--- src/rtl/cs_pkg.sv ---
// Shared constants and types for the CS result output buffer.
package cs_pkg;
   localparam int CS_DATA_W = 10;
   localparam int CS_WARMUP = 8;
   localparam int CS_DEPTH  = 4;

   typedef enum logic [0:0] {
      WARMUP = 1'b0,
      STREAM = 1'b1
   } cs_ob_state_t;
endpackage

--- src/rtl/cs_fifo.sv ---
// Synchronous register-array FIFO with occupancy count and drop indication.
// A push into a full FIFO is accepted only when a pop frees the slot in the same cycle.
module cs_fifo #(
   parameter int DATA_W = 10,
   parameter int DEPTH  = 4
) (
   input  logic                     clk,
   input  logic                     rst_n,
   input  logic                     clr,
   input  logic                     push,
   input  logic                     pop,
   input  logic [DATA_W-1:0]        din,
   output logic [DATA_W-1:0]        dout,
   output logic [$clog2(DEPTH):0]   count,
   output logic                     full,
   output logic                     empty,
   output logic                     drop
);
   localparam int AW = $clog2(DEPTH);
   localparam int CW = AW + 1;

   logic [DATA_W-1:0] r_mem [DEPTH];
   logic [AW-1:0]     r_rd_ptr;
   logic [AW-1:0]     r_wr_ptr;
   logic [CW-1:0]     r_count;
   logic              w_push;
   logic              w_pop;

   assign full   = (r_count == CW'(DEPTH));
   assign empty  = (r_count == '0);
   assign w_pop  = pop & ~empty & ~clr;
   assign w_push = push & ~clr & (~full | w_pop);
   assign drop   = push & ~clr & full & ~w_pop;
   assign dout   = r_mem[r_rd_ptr];
   assign count  = r_count;

   // Each entry is cleared by reset so the head word reads 0 out of reset.
   generate
      for (genvar gi = 0; gi < DEPTH; gi++) begin : g_entry
         always_ff @(posedge clk or negedge rst_n) begin
            if (!rst_n) begin
               r_mem[gi] <= '0;
            end else if (w_push && (r_wr_ptr == AW'(gi))) begin
               r_mem[gi] <= din;
            end
         end
      end
   endgenerate

   always_ff @(posedge clk or negedge rst_n) begin
      if (!rst_n) begin
         r_rd_ptr <= '0;
         r_wr_ptr <= '0;
         r_count  <= '0;
      end else if (clr) begin
         r_rd_ptr <= '0;
         r_wr_ptr <= '0;
         r_count  <= '0;
      end else begin
         if (w_push) r_wr_ptr <= r_wr_ptr + 1'b1;
         if (w_pop)  r_rd_ptr <= r_rd_ptr + 1'b1;
         if (w_push && !w_pop)      r_count <= r_count + 1'b1;
         else if (w_pop && !w_push) r_count <= r_count - 1'b1;
      end
   end
endmodule

--- src/rtl/cs_out_buffer.sv ---
// CS result output buffer: drops warm-up results, queues valid ones, valid/ready out.
// Define CS_OUT_BUFFER_CSUM_EN to add the running checksum of delivered words.
module cs_out_buffer #(
   parameter int DATA_W = cs_pkg::CS_DATA_W,
   parameter int DEPTH  = cs_pkg::CS_DEPTH,
   parameter int WARMUP = cs_pkg::CS_WARMUP
) (
   input  logic                     clk,
   input  logic                     reset,
   input  logic                     clr,
   input  logic                     en,
   input  logic [DATA_W-1:0]        y_in,
   output logic [DATA_W-1:0]        out_data,
   output logic                     out_valid,
   input  logic                     out_ready,
   output logic [$clog2(DEPTH):0]   count,
   output logic                     ovf
`ifdef CS_OUT_BUFFER_CSUM_EN
   ,
   output logic [15:0]              checksum
`endif
);
   import cs_pkg::*;

   localparam logic [7:0] LP_SKIP_LAST = 8'(WARMUP - 1);

   cs_ob_state_t r_state;
   logic [7:0]   r_skip_cnt;
   logic         r_ovf;
   logic         w_push;
   logic         w_pop;
   logic         w_full;
   logic         w_empty;
   logic         w_drop;

   assign w_push    = en & ~clr & (r_state == cs_pkg::STREAM);
   assign w_pop     = out_valid & out_ready;
   assign out_valid = ~w_empty;
   assign ovf       = r_ovf;

   cs_fifo #(
      .DATA_W (DATA_W),
      .DEPTH  (DEPTH)
   ) u_fifo (
      .clk   (clk),
      .rst_n (reset),
      .clr   (clr),
      .push  (w_push),
      .pop   (w_pop),
      .din   (y_in),
      .dout  (out_data),
      .count (count),
      .full  (w_full),
      .empty (w_empty),
      .drop  (w_drop)
   );

   always_ff @(posedge clk or negedge reset) begin
      if (!reset) begin
         r_state    <= cs_pkg::WARMUP;
         r_skip_cnt <= '0;
         r_ovf      <= 1'b0;
      end else if (clr) begin
         r_state    <= cs_pkg::WARMUP;
         r_skip_cnt <= '0;
         r_ovf      <= 1'b0;
      end else begin
         if (en && (r_state == cs_pkg::WARMUP)) begin
            if (r_skip_cnt == LP_SKIP_LAST) begin
               r_state    <= cs_pkg::STREAM;
               r_skip_cnt <= '0;
            end else begin
               r_skip_cnt <= r_skip_cnt + 8'd1;
            end
         end
         // A drop can only happen against a full FIFO; ovf stays set until flushed.
         if (w_drop && w_full) r_ovf <= 1'b1;
      end
   end

`ifdef CS_OUT_BUFFER_CSUM_EN
   logic [15:0] r_checksum;

   always_ff @(posedge clk or negedge reset) begin
      if (!reset) begin
         r_checksum <= '0;
      end else if (clr) begin
         r_checksum <= '0;
      end else if (w_pop) begin
         r_checksum <= r_checksum + 16'(out_data);
      end
   end

   assign checksum = r_checksum;
`endif
endmodule

--- config.mk ---
export PLATFORM = sky130hd
export DESIGN_NAME = cs_out_buffer
export DESIGN_NICKNAME = d
export VERILOG_FILES = /design/src/rtl/cs_pkg.sv /design/src/rtl/cs_fifo.sv /design/src/rtl/cs_out_buffer.sv
export SDC_FILE = /design/constraint.sdc
export NUM_CORES = 1
export LEC_CHECK = 0
export BUFFER_PORTS_ARGS = -buffer_cell sky130_fd_sc_hd__buf_2
export CAP_MARGIN = 20
export CELL_PAD_IN_SITES_DETAIL_PLACEMENT = 1
export CELL_PAD_IN_SITES_GLOBAL_PLACEMENT = 1
export CORE_MARGIN = 3
export CORE_UTILIZATION = 48
export CTS_CLUSTER_DIAMETER = 80
export CTS_CLUSTER_SIZE = 8
export DETAILED_ROUTE_END_ITERATION = 16
export HOLD_SLACK_MARGIN = 0.05
export PLACE_DENSITY = 0.81
export SYNTH_ARGS = -nofsm -noshare
export SYNTH_HDL_FRONTEND = slang
export SYNTH_HIERARCHICAL = 1
export SYNTH_SLANG_ARGS = --single-unit
--- constraint.sdc ---
create_clock -name clk -period 3.3 [get_ports clk]
set_input_delay 0.33 -clock clk [delete_from_list [all_inputs] [get_ports clk]]
set_output_delay 0.33 -clock clk [all_outputs]
set_load 0.01 [all_outputs]
# Yosys cells after proc, flatten, opt, wreduce, memory -nomap -nowiden
# Cells that the tools add are included.
word_totals:
  input_bits: 15
  elab_cells: 74
  output_inout_bits: 15
  ff_bits: 57
classes:
  magnitude_cmp: 1
  eq_ne: 5
  add_sub_neg: 5
  n_mux: 18
  bitwise_logic: 16
  n_reduce_logical: 19
ops:
  columns: ["operator", "count"]
  rows:
  - ["2-to-1 mux 8 bit", 3]
  - ["binary-select mux 10 bit (select 2 bit)", 1]
  - ["2-to-1 mux 10 bit", 2]
  - ["nonzero test 2 bit", 5]
  - ["AND 1 bit", 9]
  - ["2-to-1 mux 3 bit", 3]
  - ["adder 8 x 1 -> 8 bit, second input constant", 1]
  - ["== test 8 x 3 -> 1 bit, second input constant", 1]
  - ["logical AND 1 bit", 8]
  - ["2-to-1 mux 2 bit", 4]
  - ["2-to-1 mux 1 bit", 5]
  - ["NOT 1 bit", 5]
  - ["adder 2 x 1 -> 2 bit, second input constant", 2]
  - ["== test 2 bit, second input constant", 2]
  - ["adder 3 x 1 -> 3 bit, second input constant", 1]
  - ["== test 3 bit, second input constant", 1]
  - ["greater-or-equal comparator 3 bit, second input constant", 1]
  - ["logical NOT 3 bit", 1]
  - ["NOT 2 -> 3 bit", 1]
  - ["nonzero test 3 bit", 1]
  - ["subtractor 3 x 1 -> 3 bit, second input constant", 1]
  - ["== test 2 x 1 -> 1 bit, second input constant", 1]
  - ["logical NOT 1 bit", 2]
  - ["logical NOT 2 bit", 1]
  - ["2 further kinds", 2]

# Depth between registers and ports, before layout
# Gate-level depths: netlist (run 1).
depth:
  ltp_word: 12
  depth_mapped: 10
  mapped_depth_nobuf: 10

# Hierarchy
# The synthesis (run 1) kept the hierarchy.
by_module_without_submodules:
  columns: ["mod", "cells_each", "area_per_inst_um2", "instances", "seq_area_each_um2"]
  rows:
  - ["cs_fifo", 148, 2233.4, 1, 1176.1]
  - ["cs_out_buffer", 52, 499.2, 1, 250.2]

# Worst setup path before layout (run 1)
# OpenSTA, ideal clock, no wires.
synth_path:
  kind: "flip-flop to flip-flop"
  from: "reg u_fifo.r_count[0], in the netlist u_fifo/count[0]"
  to: "reg u_fifo.r_count[2], in the netlist u_fifo/count[2]"
  required_ns: 3.229
  slack_ns: 0.950
  path_stages_with_launch: 11
  path_buffers: 0
  synth_period_minus_slack_ns: 2.350
  setup_time_ns: 0.071
  t_arrival_ns: 2.278
  path_cell_list: "dfrtp_1 > nor3_1 > nor2b_1 > inv_1 > a21oi_4 > o21a_1 > fa_1 > nor3b_1 > a31oi_1 > o221a_2 > nor2_1"
synth_via:
  elab_chain_cells: 10
  word_cells_on_any_way: 19
  classes_between: "add/sub (2); eq/ne (1); mux (3); bitwise (7); reduce/logical (6)"
synth_rtl:
  columns: ["element", "line", "source"]
  rows:
  - ["start, declared", "cs_fifo.sv:25", "logic [CW-1:0] r_count;"]
  - ["start signal, assigned", "cs_fifo.sv:62", "if (w_push && !w_pop) r_count <= r_count + 1'b1;"]
  - ["start signal, assigned", "cs_fifo.sv:63", "else if (w_pop && !w_push) r_count <= r_count - 1'b1;"]
  - ["logical NOT 3 bit (*)", "cs_fifo.sv:30", "assign empty = (r_count == '0);"]
  - ["via w_empty", "cs_out_buffer.sv:33", "logic w_empty;"]
  - ["NOT 1 bit (*)", "cs_out_buffer.sv:38", "assign out_valid = ~w_empty;"]
  - ["AND 1 bit (*)", "cs_out_buffer.sv:37", "assign w_pop = out_valid & out_ready;"]
  - ["via w_pop", "cs_out_buffer.sv:31", "logic w_pop;"]
  - ["AND 1 bit (*) (2 in series)", "cs_fifo.sv:31", "assign w_pop = pop & ~empty & ~clr;"]
  - ["bitwise OR 1 bit", "cs_fifo.sv:32", "assign w_push = push & ~clr & (~full | w_pop);"]
  - ["AND 1 bit", "cs_fifo.sv:32", null]
  - ["logical AND 1 bit or logical NOT 1 bit (tied branches)", "cs_fifo.sv:62, cs_fifo.sv:63", null]
  - ["2-to-1 mux 3 bit or logical AND 1 bit (tied branches)", "cs_fifo.sv:62, cs_fifo.sv:63", null]
  - ["2-to-1 mux 3 bit or nonzero test 3 bit (tied branches)", null, null]
# Mark *: on every way through the listed nets, which the timed path passes. The rest lies on a longest branch. The select of a mux whose other input is x is not followed.
# A chain may end at the register's enable or synchronous reset.

# Worst setup path after layout (run 1)
# Ends and elaborated chain as after synthesis.

==> metrics.md, run 1 <==
| Metric | Value |
|---|---|
| Post-synth EDFFs | 0 |
| Ys async rst share | 1.00 |
| FILL cells | 552 |
| Vias in the first global route | 1866 |
| Initial antenna violation count | 0 |
| Worst endpoint required time | 3.56 ns |
| Placed cell areas | 2960 µm² |
| Grt total ovfl | 0 |
| Kind of end point of the critical path | flop |
| Top delay family on crit path | simple AND/OR/NAND/NOR gates |
| Post-synth top cells | 57 x dfrtp_1, 40 x mux2_2, 12 x nor2_1 |
| Reg clk slew, reported paths | 0.06 ns |
| Final Net Count | 258 |
| Register bit count reported by yosys | 57 |
| Crit-path cells | nor3_1, nor2b_1, inv_1, a21oi_4, o21a_1, fa_1, nor3b_1, a31oi_1, o221a_2, nor2_1 |
| Final setup fails | 0 |
| GRT Resource Usage Total | 0.192 |
| Htree depth | 3 |
| Routed vias | 1712 |
| Starting Density | 0.515 |
| CP peak stage delay | 0.44 ns |
| Max VDD drop | 0.266 mV |
| Synthesis-to-finish area growth | 14.7% |
| R2R Path Start | u_fifo/count[0] |
| Mean area per synthesized cell | 13.7 µm² |
| Fmax | 374 MHz |
| Setup TNS | 0 ns |
| R2R Setup Slk | 0.62 ns |
| Row count | 26 |
| Measured slew at the worst slew-check pin | 0.753 ns |
| Syn nets | 221 |
| Post-DP HPWL | 3780 µm |
| Post-DR vias/cell | 5.50 |
| Clock Latency Late Sink | 0.33 ns |
| Yosys cell types | 40 |
| CTS Hold Buffers Added | 0 |
| Tcrit/Tclk final | 0.811 |
| RSZ-0062 raised after global routing | false |
| Max Cap Violations | 0 |
| Final WL | 5470 µm |
| Setup CP Type | reg -> reg |
| Routed WL per cell | 17.6 µm |
| I/O Pins | 30 |
| Post-route cell area | 3130 µm² |
| Share of cells above drive strength 1 | 0.415 |
| Die span in x | 81.5 µm |
| Mapped Cells | 200 |
| Leak Pwr | 1.60 nW |
| Top_reg_cell synth | dfrtp_1 |
| Pwr/cell area | 428 nW/µm² |
| Routing usage on met3 | 0.0866 |
| Critical Path AT | 2.93 ns |
| Mapped Area | 2730 µm² |
| Num CTS Buffers | 9 |
| Synth top area cells | dfrtp_1 52%, mux2_2 16%, mux4_2 8.2% |
| Post-CTS setup buffer count | 0 |
| Core area | 5300 µm² |
| Number of port buffers | 29 |
| Buffers & Inverters on Critical Path | 1 |
| Initial DRC count | 63 |
| Hold Path Class | in -> async |
| Reg2Reg Depth | 10 |
| Met1 Use GR | 0.232 |
| Leading area contributor after synthesis | dfrtp_1 |
| Final Skew | 0.00738 ns |
| Clock Path Buffers | 2 |
| GP Congestion | 0.843 |
| Setup crit start kind | flop |
| Worst-path fanout max | 9 |
| Area of the die | 6630 µm² |
| Outcome | completed |
| Gr busiest metal | met2 |
| # resized after CTS | 0 |
| Remaining DRCs | 0 |
| Seq/Total Area, Yosys | 0.522 |
| Largest net degree at the start of global routing | 35 |
| Final Max Slew Viols | 0 |
| Clock sinks | 57 |
| Die Span Y | 81.5 µm |
| FF-to-FF End | u_fifo/count[2] |
| Relative slew slack | 0.498 |
| Most common cell in the netlist | dfrtp_1 |
| Critical path depth in cells | 10 |
| CTS tree | done |
| # diodes | 0 |
| GR Util met2 | 0.311 |
| First-pass GRT wire length | 9110 µm |
| DRT Pass-1 Iters | 4 |
| Fin. Hold Viols | 0 |
| Final Critical Period | 2.68 ns |
| Root Driver | clkbuf_8 |
| Synth Warn # | 6 |
| CP max stage cell | dfrtp_1 |
| Top-area cell type share of the netlist area | 0.522 |
| DRT antenna net count | 0 |
worst reg2reg max path, cell delays in order, from the launching register on:
cell and delay (ns):
dfrtp_1 0.44, nor3_1 0.42, nor2b_1 0.22, inv_1 0.14, a21oi_4 0.13, o21a_1 0.15
fa_1 0.42, nor3b_1 0.27, a31oi_1 0.07, o221a_2 0.26, nor2_1 0.09
through the flow:
stage                     cells  hold WS [ns]  power (mW)  setup slack, ns  utilization
after floorplan             200        0.0344       0.725            0.950            -
after global placement      296         0.445       0.756            0.781        0.557
after detailed placement    296         0.438       0.757            0.635        0.557
after CTS                   311        0.0691        1.36            0.616        0.591
after global routing        311        0.0918        1.41            0.374        0.591
final                       311        0.0660        1.34            0.623        0.591
registers in the layout, indices dropped and copies added (netlist names):
name and flops:
u_fifo/r_mem 40, r_skip_cnt 8, u_fifo/count 3, u_fifo/r_rd_ptr 2, u_fifo/r_wr_ptr 2, ovf 1, r_state 1
cell type report:
type                       instances  area, µm²  share of cell area
sequential                        57       1430               0.455
multi-input combinational        131       1260               0.402
timing repair buffer              30        153              0.0487
clock buffer                      12        135              0.0431
tap                               70       87.6              0.0280
clock inverter                     3       42.5              0.0136
inverter                           8       30.0             0.00958
placed cells by master, fill, tap and decap left out, types with 3 or more instances in the layout:
cell / count
ha_1: 5
nand2_4: 4
dfrtp_1: 57
o21ai_0: 3
buf_2: 29
mux2_2: 40
nand4_1: 3
nand2b_1: 3
a21oi_1: 5
nor2b_1: 3
mux4_2: 10
clkbuf_8: 9
xor2_1: 6
nand2_1: 6
inv_1: 8
clkbuf_1: 3
nor2_1: 12
worst max-delay path by stage:
stage,from,endpoint
floorplan,u_fifo/count[0],u_fifo/count[2]
global placement,u_fifo/count[0],u_fifo/count[2]
detailed placement,u_fifo/count[1],u_fifo/count[2]
CTS,u_fifo/count[0],u_fifo/count[2]
global route,u_fifo/count[1],u_fifo/count[2]
finish,u_fifo/count[0],u_fifo/count[2]
power breakdown:
group / leakage [nW] / switching [mW] / internal [mW]
Clock: 0.0864 / 0.255 / 0.344
Sequential: 0.795 / 0.00223 / 0.701
Combinational: 0.716 / 0.0287 / 0.0111
Total: 1.60 / 0.286 / 1.06
logic make-up (layout without fill, tap and decap cells):
logic type,count (synthesis),count (layout),share of synthesized area
simple gates,47,47,0.104
fa+ha+maj,6,6,0.0302
buf+inv,12,53,0.0174
flops,57,57,0.522
compound gates,21,21,0.0559
xor+xnor,6,6,0.0192
mux,51,51,0.251
routing by layer:
layer	vias to the layer above	share of wire
li1	803	-
met1	866	0.45
met2	36	0.49
met3	7	0.045
met4	0	0.010
met5	-	0
No activity file was read; power rests on OpenSTA's default activity.
==> run 2: changes to the inputs <==
==> constraint.sdc (replaced) <==
create_clock -name clk -period 2.6 [get_ports clk]
set_input_delay 0.26 -clock clk [delete_from_list [all_inputs] [get_ports clk]]
set_output_delay 0.26 -clock clk [all_outputs]
set_load 0.01 [all_outputs]
==> run 2 against run 1 <==
Clock power grew 27%; flip-flop and latch count is the same; utilization grew 1.1 points; fmax grew 17%; final cell count grew 2.3%; power grew 27%; register-to-register slack lost 0.31 ns; global-route usage grew 0.82 points; sequential power grew 27%; routed wire length grew 6.5%; die area is the same; critical endpoint unchanged; largest cell class unchanged.
==> metrics.md, run 2 (synthesis gave the netlist of run 1 again) <==
| Metric | Value |
|---|---|
| Setup CP Type | reg -> reg |
| # diodes | 0 (unchanged) |
| Most common cell after layout, fill and taps aside | dfrtp_1 |
| Final Net Count | 265 (+2.7%) |
| Crit-path cells | nor3_1, nor2b_1, inv_1, a21oi_4, o21a_1, fa_1, nor3b_1, a31oi_1, o221a_2, nor2_1 |
| GRT Resource Usage Total | 0.200 (+0.00822) |
| Slack of the critical path | 0.318 ns (-0.306 ns) |
| Routed WL per cell | 18.3 µm (+4.2%) |
| DRT Pass-1 Iters | 4 (unchanged) |
| Die span in x | 81.5 µm (unchanged) |
| Initial DRC count | 43 (-32%) |
| Post-DP HPWL | 3860 µm (+2.1%) |
| Min Hold Slack | 0.208 ns (+0.142 ns) |
| Outcome | completed |
| Post-DR vias/cell | 5.52 (+0.31%) |
| Most frequent cells in the layout | 57 x dfrtp_1, 40 x mux2_2, 29 x buf_2 |
| Final setup fails | 0 (unchanged) |
| CTS tree | done |
| Die Span Y | 81.5 µm (unchanged) |
| GP Congestion | 0.861 (+2.2%) |
| Num CTS Buffers | 9 (unchanged) |
| Hold Path Class | in -> reg |
| Kind of end point of the critical path | flop |
| Buffers & Inverters on Critical Path | 1 (unchanged) |
| Routed vias | 1756 (+2.6%) |
| Utilization after layout | 0.602 (+0.0111) |
| Htree depth | 3 (unchanged) |
| Reg with most FFs | u_fifo/r_mem |
| DP Worst Slack | 0.332 ns (-0.302 ns) |
| Row count | 26 (unchanged) |
| CP max stage cell | dfrtp_1 |
| Critical Path AT | 2.54 ns (-0.39 ns) |
| Pwr/cell area | 535 nW/µm² (+25%) |
| Core area | 5300 µm² (unchanged) |
| Share of cells above drive strength 1 | 0.435 (+0.0205) |
| Final Max Slew Viols | 0 (unchanged) |
| DRT antenna net count | 0 (unchanged) |
| CP peak stage delay | 0.45 ns (about the same) |
| Final Critical Period | 2.28 ns (-0.394 ns) |
| Root Driver | clkbuf_8 |
| Setup TNS | 0 ns (unchanged) |
| Clock sinks | 57 (unchanged) |
| Top delay family on crit path | simple AND/OR/NAND/NOR gates |
| Clock Path Buffers | 2 (unchanged) |
| Worst endpoint required time | 2.86 ns (-0.70 ns) |
| Setup crit start kind | flop |
| Worst-path fanout max | 7 (-2) |
| Remaining DRCs | 0 (unchanged) |
| Area of the die | 6630 µm² (unchanged) |
| Measured slew at the worst slew-check pin | 0.543 ns (-0.210 ns) |
| Clock Latency Late Sink | 0.33 ns (about the same) |
| RSZ-0062 raised after global routing | false |
| Fin. Hold Viols | 0 (unchanged) |
| Final WL | 5830 µm (+6.5%) |
| Max Cap Violations | 0 (unchanged) |
| Relative slew slack | 0.638 (+0.140) |
| Leak Pwr | 1.64 nW (+2.5%) |
| Overall power | 1.71 mW (+27%) |
| Post-CTS setup buffer count | 0 (unchanged) |
| First-pass GRT wire length | 9630 µm (+5.8%) |
| Number of flip-flops under the largest register name | 40 (unchanged) |
| Max VDD drop | 0.260 mV (-2.2%) |
| Starting Density | 0.515 (unchanged) |
| Tcrit/Tclk final | 0.878 (+0.0668) |
| Fmax | 438 MHz (+17%) |
| Number of port buffers | 29 (unchanged) |
| Largest net degree at the start of global routing | 29 (-17%) |
| Vias in the first global route | 1982 (+6.2%) |
| Initial antenna violation count | 0 (unchanged) |
| Reg clk slew, reported paths | 0.06 ns (about the same) |
| I/O Pins | 30 (unchanged) |
| Grt total ovfl | 0 (unchanged) |
| Synthesis-to-finish area growth | 16.8% |
| Final Skew | 0.00866 ns (+0.00127 ns) |
==> run 2: cell count changes in the layout (fill, tap and decap cells not counted) <==
| cell | before | now |
|---|---|---|
| buf_4 | 1 | 7 |
| clkbuf_8 | 9 | 12 |
| clkbuf_1 | 3 | 1 |
| bufinv_16 | 1 | 0 |
| dlygate4sd3_1 | 0 | 1 |
==> run 2: layout make-up <==
cell class              count  area [µm²]
clock buffers              13         169
clock inverters             2        12.5
fillers                   551        2110
inverters                   8        30.0
multi-input cells         131        1260
flip-flops and latches     57        1430
well taps                  70        87.6
repair buffers             37         208
==> run 2: metrics by stage <==
stage / cell area (µm²) / cells
2_1_floorplan: 2730 / 200
3_3_place_gp: 3000 / 302
3_5_place_dp: 3000 / 302
4_1_cts: 3190 / 318
5_1_grt: 3190 / 318
6_report: 3190 / 318
==> run 2: final timing paths <==
path / start / end / slack, ns / depth (start not counted)
setup / recovery: u_fifo/count[0] / u_fifo/count[2] / 0.32 / 10
hold / removal: y_in[7] / u_fifo/r_mem[17] / 0.21 / 2
setup reg to reg: u_fifo/count[0] / u_fifo/count[2] / 0.32 / 10
hold reg to reg: u_fifo/r_mem[5] / u_fifo/r_mem[5] / 0.51 / 1
max in group asynchronous: reset / u_fifo/r_wr_ptr[0] / 1.71 / 3
min in group asynchronous: reset / u_fifo/r_mem[7] / 0.29 / 2
==> run 2: metal layers <==
layer  routed length [µm]  part of all wire  GRT usage  vias to the layer above
met5                    0                 0          0                        -
met1                 2530              0.43      0.231                      888
li1                     -                 -          -                      826
met4                   63             0.011     0.0760                        0
met3                  259             0.044     0.0548                        6
met2                 2970              0.51      0.352                       36
==> run 2: timing repair <==
item                                   in CTS  in global routing
hold buffers                                1                  0
endpoints found under the hold margin      11                  0
gates resized for setup                     0                  0
==> run 2: power breakdown <==
| part | leakage, nW | switching [mW] | total, mW | internal, mW |
|---|---|---|---|---|
| Clock | 0.0915 | 0.343 | 0.760 | 0.417 |
| Sequential | 0.795 | 0.00260 | 0.892 | 0.889 |
| Combinational | 0.750 | 0.0375 | 0.0545 | 0.0169 |
| Total | 1.64 | 0.383 | 1.71 | 1.32 |
